$ cat src/rtl/mul_share_arb.sv
// rtl/mul_share_arb.sv - round-robin sharing of one start/finish 32x32 sequential multiplier
module mul_share_arb #(
  parameter int N_REQ = 4,
  parameter int IDW   = 2
) (
  input  logic                 clk,
  input  logic                 rst_n,
  input  logic [N_REQ-1:0]     req_valid,
  output logic [N_REQ-1:0]     req_ready,
  input  logic [32*N_REQ-1:0]  req_a,
  input  logic [32*N_REQ-1:0]  req_b,
  output logic                 resp_valid,
  input  logic                 resp_ready,
  output logic [IDW-1:0]       resp_id,
  output logic [63:0]          resp_product,
  output logic                 busy,
  output logic                 mul_start,
  output logic [31:0]          mul_a,
  output logic [31:0]          mul_b,
  input  logic [63:0]          mul_product,
  input  logic                 mul_finish
);

  localparam logic [1:0] S_IDLE  = 2'd0;
  localparam logic [1:0] S_ISSUE = 2'd1;
  localparam logic [1:0] S_WAIT  = 2'd2;
  localparam logic [1:0] S_RESP  = 2'd3;

  logic [1:0]     state_q, state_d;
  logic [IDW-1:0] rr_q, rr_d;
  logic [IDW-1:0] id_q, id_d;
  logic [IDW-1:0] resp_id_q, resp_id_d;
  logic [31:0]    op_a_q, op_a_d;
  logic [31:0]    op_b_q, op_b_d;
  logic [63:0]    resp_prod_q, resp_prod_d;
  logic           grant_vld;
  logic [IDW-1:0] grant_idx;

  // Modulo-N_REQ increment; N_REQ need not be a power of two.
  function automatic logic [IDW-1:0] wrap_inc(input logic [IDW-1:0] base, input int step);
    int s;
    s = int'(base) + step;
    if (s >= N_REQ) s = s - N_REQ;
    return IDW'(s);
  endfunction

  always_comb begin
    grant_vld = 1'b0;
    grant_idx = '0;
    for (int k = 0; k < N_REQ; k++) begin
      if (!grant_vld && req_valid[wrap_inc(rr_q, k)]) begin
        grant_vld = 1'b1;
        grant_idx = wrap_inc(rr_q, k);
      end
    end
  end

  always_comb begin
    state_d     = state_q;
    rr_d        = rr_q;
    id_d        = id_q;
    op_a_d      = op_a_q;
    op_b_d      = op_b_q;
    resp_id_d   = resp_id_q;
    resp_prod_d = resp_prod_q;
    case (state_q)
      S_IDLE: begin
        if (grant_vld) begin
          op_a_d  = req_a[32*grant_idx +: 32];
          op_b_d  = req_b[32*grant_idx +: 32];
          id_d    = grant_idx;
          rr_d    = wrap_inc(grant_idx, 1);
          state_d = S_ISSUE;
        end
      end
      // mul_finish may still be high from the previous job here, so it is not looked at.
      S_ISSUE: state_d = S_WAIT;
      S_WAIT: begin
        if (mul_finish) begin
          resp_prod_d = mul_product;
          resp_id_d   = id_q;
          state_d     = S_RESP;
        end
      end
      S_RESP: begin
        if (resp_ready) state_d = S_IDLE;
      end
      default: state_d = S_IDLE;
    endcase
  end

  always_ff @(posedge clk or negedge rst_n) begin
    if (!rst_n) begin
      state_q     <= S_IDLE;
      rr_q        <= '0;
      id_q        <= '0;
      op_a_q      <= '0;
      op_b_q      <= '0;
      resp_id_q   <= '0;
      resp_prod_q <= '0;
    end else begin
      state_q     <= state_d;
      rr_q        <= rr_d;
      id_q        <= id_d;
      op_a_q      <= op_a_d;
      op_b_q      <= op_b_d;
      resp_id_q   <= resp_id_d;
      resp_prod_q <= resp_prod_d;
    end
  end

  // Outputs decode straight from registers so an asynchronous reset clears them at once.
  assign req_ready    = (state_q == S_IDLE && grant_vld) ? (N_REQ'(1) << grant_idx) : '0;
  assign busy         = (state_q != S_IDLE);
  assign mul_start    = (state_q == S_ISSUE);
  assign mul_a        = op_a_q;
  assign mul_b        = op_b_q;
  assign resp_valid   = (state_q == S_RESP);
  assign resp_id      = resp_id_q;
  assign resp_product = resp_prod_q;

endmodule

$ cat config.mk
export PLATFORM = sky130hd
export DESIGN_NAME = mul_share_arb
export DESIGN_NICKNAME = d
export VERILOG_FILES = /design/src/rtl/mul_share_arb.sv
export SDC_FILE = /design/constraint.sdc
export NUM_CORES = 1
export LEC_CHECK = 0
export ABC_AREA = 0
export BUFFER_PORTS_ARGS = -buffer_cell sky130_fd_sc_hd__buf_2
export CORE_AREA = 2 2 178 180
export DETAILED_ROUTE_END_ITERATION = 7
export DIE_AREA = 0 0 180 182
export PLACE_DENSITY = 0.56
export SLEW_MARGIN = 20
export SYNTH_ARGS = -nofsm -noshare
export SYNTH_HDL_FRONTEND = slang
export SYNTH_SLANG_ARGS = --single-unit
$ cat constraint.sdc
create_clock -name clk -period 3.2 [get_ports clk]
set_input_delay 0.32 -clock clk [delete_from_list [all_inputs] [get_ports clk]]
set_output_delay 0.32 -clock clk [all_outputs]
set_load 0.05 [all_outputs]
* Yosys cells after proc, flatten, opt, wreduce, memory -nomap -nowiden
Index checks and enable logic that the tools add are counted.
** Storage, ports and cells
- Output and inout port bits :: 137
- Flip-flop bits (word level) :: 136
- RAM bits :: 0
- Memory bits (read-only) :: 0
- Bits in latches :: 0
- Memories :: 0
** Cells by class
- Shift operators :: 3
- Eq/ne operators :: 6
- Reduce and logical (&&, ||, !) cells :: 12
- Mux-type cells :: 26
- Add/subtract/negate cells :: 9
- Divide/modulo/power cells :: 0
- Multipliers :: 0
- Bitwise operators :: 0
- Magnitude comparators :: 9
** Operators with widths (count)
- 128-bit by 8-bit variable part select with 32-bit output :: 2
- 2-bit two-way mux :: 12
- 3-bit >= comparator, second input constant :: 4
- 2-bit by 3-bit < comparator with 1-bit output, second input constant :: 4
- 2-bit by 1-bit subtractor with 2-bit output, second input constant :: 5
- 1-bit binary-select mux with 2-bit select :: 4
- 1-bit two-way mux :: 8
- 2-bit one-hot mux with 4 select lines :: 1
- 2-bit by 1-bit adder with 3-bit output, second input constant :: 2
- 2-bit by 2-bit adder with 3-bit output, second input constant :: 2
- 2-bit equality test, second input constant :: 2
- 1-bit logical AND :: 4
- 4-bit two-way mux :: 1
- 2-bit inequality test, second input constant :: 2
- 2-bit AND reduction :: 2
- 1-bit by 2-bit left shift with 4-bit output, first input constant :: 1
- 2-bit by 3-bit >= comparator with 1-bit output, second input constant :: 1
- 1-bit zero test :: 3
- 3-bit AND reduction :: 1
- 2-bit by 1-bit equality test with 1-bit output, second input constant :: 1
- 2-bit zero test :: 1
- 2-bit by 1-bit inequality test with 1-bit output, second input constant :: 1
- 2-bit nonzero test :: 1

* Depth between registers and ports, before layout
- Word-level depth :: 17
- Mapped depth :: 8

* Worst setup path before layout
Ideal clock, no wire load.
- Kind :: register -> output
- Start :: register state_q[0]
- End :: output req_ready[2]
- Cell stages (with the launch flop) :: 8
- Arrival :: 2160 ps
- Path slack :: 720 ps
- Data required time :: 2880 ps
- Cells stage by stage :: dfrtp_1 inv_1 ha_1 inv_1 nor2_1 nand2_1 clkbuf_1 nor2_1
** Between the ends
- Cells in the longest elaborated chain, start to end :: 3
** Ends and longest elaborated chain
- start, declared :: line 29 : logic [1:0] state_q, state_d;
- start signal, assigned :: line 102 : state_q <= state_d;
- 2-bit zero test :: line 113 : assign req_ready = (state_q == S_IDLE && grant_vld) ? (N_REQ'(1) << grant_idx) : '0;
- 1-bit logical AND :: line 113
- 4-bit two-way mux :: line 113
- end, declared :: line 9 : output logic [N_REQ-1:0] req_ready,
Every way passes these cells.

* Worst setup path after layout
- Start :: register rr_q[0]
- End :: output req_ready[3]
** Between the ends
- Cells in the longest elaborated chain, start to end :: 16
- Elaborated cells between the ends (all ways) :: 40
- Those cells by class :: add/sub (7); order compare (4); shift (1); mux (21); reduce/logical (7)
** Ends and longest elaborated chain
- start, declared :: line 30 : logic [IDW-1:0] rr_q, rr_d;
- start signal, assigned :: line 103 : rr_q <= rr_d;
- parallel branches: the longest is 15 deep, another holds 2-bit by 1-bit adder with 3-bit output
- 4-bit two-way mux (*) :: line 113
Every way passes the cells marked *. The select of a mux whose other input is x is not followed.

==> impl_metrics.csv <==
group,metric,value,unit
pwr,p_sw_frac,0.521,
drt,via_per_inst,4.46,
pwr,leakage,5.40,nW
critical_path,cp.required,2.88,ns
logic_synthesis,synth-seq-cells,136,
timing,tns,0,ns
outcome,status,"finished, final reports clean",
timing,timing.final.crit_share,0.823,
drt,drcViolationCount,0,
pwr,finalPower,12.1,mW
floorplanning,die_w,180,um
finish,mostFrequentLayoutCells,"buf_2 (463), dfrtp_1 (136), mux2i_1 (128), nand2_1 (71), mux2_2 (66)",
floorplanning,ios,465,
logic_synthesis,yosysSeqAreaShare,0.502,
drt,ant_nets,0,
logic_synthesis,yosys_warnings,0,
global_route,grt_pass1_vias,6631,
clocking,clock_latency,0.43,ns
pwr,power_density,1190,nW/um^2
critical_path,cp-start-kind,"flop",
pwr,switchingPower,6.31,mW
logic_synthesis,yosys.cell_types.count,27,
timing,fmax,380,MHz
clocking,cts_made_buffers,17,
global_route,antenna_found_initial,1,
global_route,gr-usage-all-layers,0.147,
finish,n_fill_cell,3201,
finish,finalInstanceArea,10200,um^2
floorplanning,core_area,31000,um^2
timing,grt_setup_unrepaired,"no",
clocking,cts_root_buf,"clkbuf_16",
drt,first_pass_iters,5,
finish,final-seq-area,3400,um^2
place,dpl_cell_area,9600,um^2
critical_path,endpoint_kind,"primary output",
logic_synthesis,synthesis.nets,877,
hold_path,hold_class,"in2reg",
place,place_congestion,0.787,
drt,wl,24400,um
finish,fin_nets,1337,
critical_path,path_max_fanout,5,
clocking,cts_tree,"done",
pwr,combPwrFrac,0.591,
timing,finalCriticalPeriod,2.63,ns
timing,clock_skew,0.0103,ns
clocking,clock-sinks,136,
finish,synthToLayoutAreaGrowth,49.9,%
floorplanning,fp-row-count,65,
critical_path,rr_worst_depth,6,
timing,hold_viol_final,0,
global_route,grt_max_degree,59,
drt,vias,6336,
timing,maxSlewViolCount,0,
critical_path,criticalPathCategory,"reg2out",
finish,insertedDiodeCount,0,
finish,final_common_cell,"buf_2",
pwr,vdd_drop_max,0.000730,V
finish,multi_input_area,3160,um^2
clocking,cts_max_level,4,
floorplanning,die_h,182,um
floorplanning,fp.dieArea,32800,um^2
hold_path,hold_path_depth,2,
global_route,grt_pass1_wl,37700,um
pwr,pwr-share-seq,0.252,
clocking,cts_buffer_depth,2,
finish,layout-drive-gt1-share,0.583,
drt,dr.first_iter.drc_count,209,
timing,slew_headroom,0.524,
pwr,clkPwrFrac,0.156,
timing,finalSetupViolations,0,
logic_synthesis,avgSynthCellArea,12.4,um^2
critical_path,worstPathArrival,2.31,ns
logic_synthesis,syn_area,6780,um^2
clocking,cts_setup_buffers,0,
drt,detail_route.wl_per_cell,17.2,um
logic_synthesis,netlist_instances,545,
timing,worstMarginPinSlew,0.714,ns
job,max-cap-violations,0,
floorplanning,start_util,0.219,
global_route,overflow,0,
clocking,clk_pin_slew,0.06,ns
place,io_buffers,464,
pwr,internal_power,5.81,mW
place,dp_hpwl,19000,um
==> logic make-up (layout without fill, tap and decap cells) <==
| kind of cell | count (synthesis) | count (layout) | synth area share |
|---|---|---|---|
| buf+inv | 48 | 521 | 0.0353 |
| flops | 136 | 136 | 0.502 |
| mux | 194 | 194 | 0.299 |
| simple gates | 87 | 87 | 0.0511 |
| compound gates | 76 | 76 | 0.106 |
| fa+ha+maj | 4 | 4 | 0.00738 |
==> layer usage <==
layer | GRT usage | routed length [um]
met5 | 0 | 13
met4 | 0.0559 | 443
met1 | 0.176 | 10100
met2 | 0.247 | 12000
met3 | 0.0469 | 1860
==> flip-flops by register name, summed over array words and instances (netlist names) <==
name / count
rr_q: 2
resp_id: 2
resp_product: 64
mul_a: 32
id_q: 2
state_q: 2
mul_b: 32
==> metrics by stage <==
step | cells | util | hold WS, ns | setup slack, ns
after floorplan | 545 | - | 0.0244 | 0.720
after global placement | 1387 | 0.310 | 0.334 | 0.829
after detailed placement | 1387 | 0.310 | 0.336 | 0.825
after CTS | 1420 | 0.328 | 0.0815 | 0.568
after global routing | 1420 | 0.328 | 0.0906 | 0.353
final | 1420 | 0.328 | 0.116 | 0.566
==> power by group through the flow <==
stage               clock network, mW  registers, mW  logic [mW]
global route                     2.03           3.17        7.59
detailed placement                  0           3.08        7.23
global placement                    0           3.05        7.18
floorplan                           0           5.91        2.54
CTS                              1.97           3.07        7.25
finish                           1.89           3.06        7.16
==> path summary, 6_finish.rpt <==
check	start	to	slack, ns
max in group asynchronous	rst_n	resp_product[23]	2.03
hold / removal	mul_product[15]	resp_product[15]	0.12
setup / recovery	rr_q[0]	req_ready[3]	0.57
hold reg to reg	id_q[1]	id_q[1]	0.48
setup reg to reg	rr_q[0]	mul_a[31]	0.80
min in group asynchronous	rst_n	resp_product[34]	0.42
==> Yosys cell counts, drive strengths merged <==
| cell | n | area (um^2) |
|---|---|---|
| mux2 | 66 | 743 |
| o221ai | 64 | 623 |
| a211o | 1 | 8.76 |
| nand2 | 74 | 278 |
| mux2i | 128 | 1280 |
| o32ai | 1 | 8.76 |
| nand2b | 3 | 18.8 |
| a221oi | 2 | 17.5 |
| o211ai | 1 | 7.51 |
| buf | 25 | 153 |
| nor2b | 3 | 18.8 |
| ha | 4 | 50.1 |
| a21o | 1 | 7.51 |
| clkbuf | 17 | 63.8 |
| nor3 | 1 | 5.00 |
| nor2 | 4 | 15.0 |
| nor4 | 1 | 6.26 |
| o21ai | 1 | 5.00 |
| o32a | 2 | 20.0 |
| a21oi | 2 | 10.0 |
| o21a | 1 | 7.51 |
| inv | 6 | 22.5 |
| nand3 | 1 | 5.00 |
| dfrtp | 136 | 3400 |
==> repair_timing <==
item | CTS | global route
hold buffers | 1 | 0
gates resized for setup | 0 | 0
hold endpoints to repair | 56 | 0
==> worst max-delay path, stage by stage (launching register included) <==
cell      delay [ns]
dfrtp_1         0.40
nor2b_1         0.09
a21o_1          0.18
a221oi_1        0.56
nand2_1         0.20
nor2_1          0.16
buf_2           0.29
==> final cells by class <==
cell class	count	area share
Timing Repair Buffer	483	0.248
Clock buffer	19	0.0426
Clock inverter	13	0.0119
Multi-Input combinational cell	361	0.311
Tap cell	402	0.0495
Inverter	6	0.00222
Sequential cell	136	0.335
No activity file was read; power rests on OpenSTA's default activity.
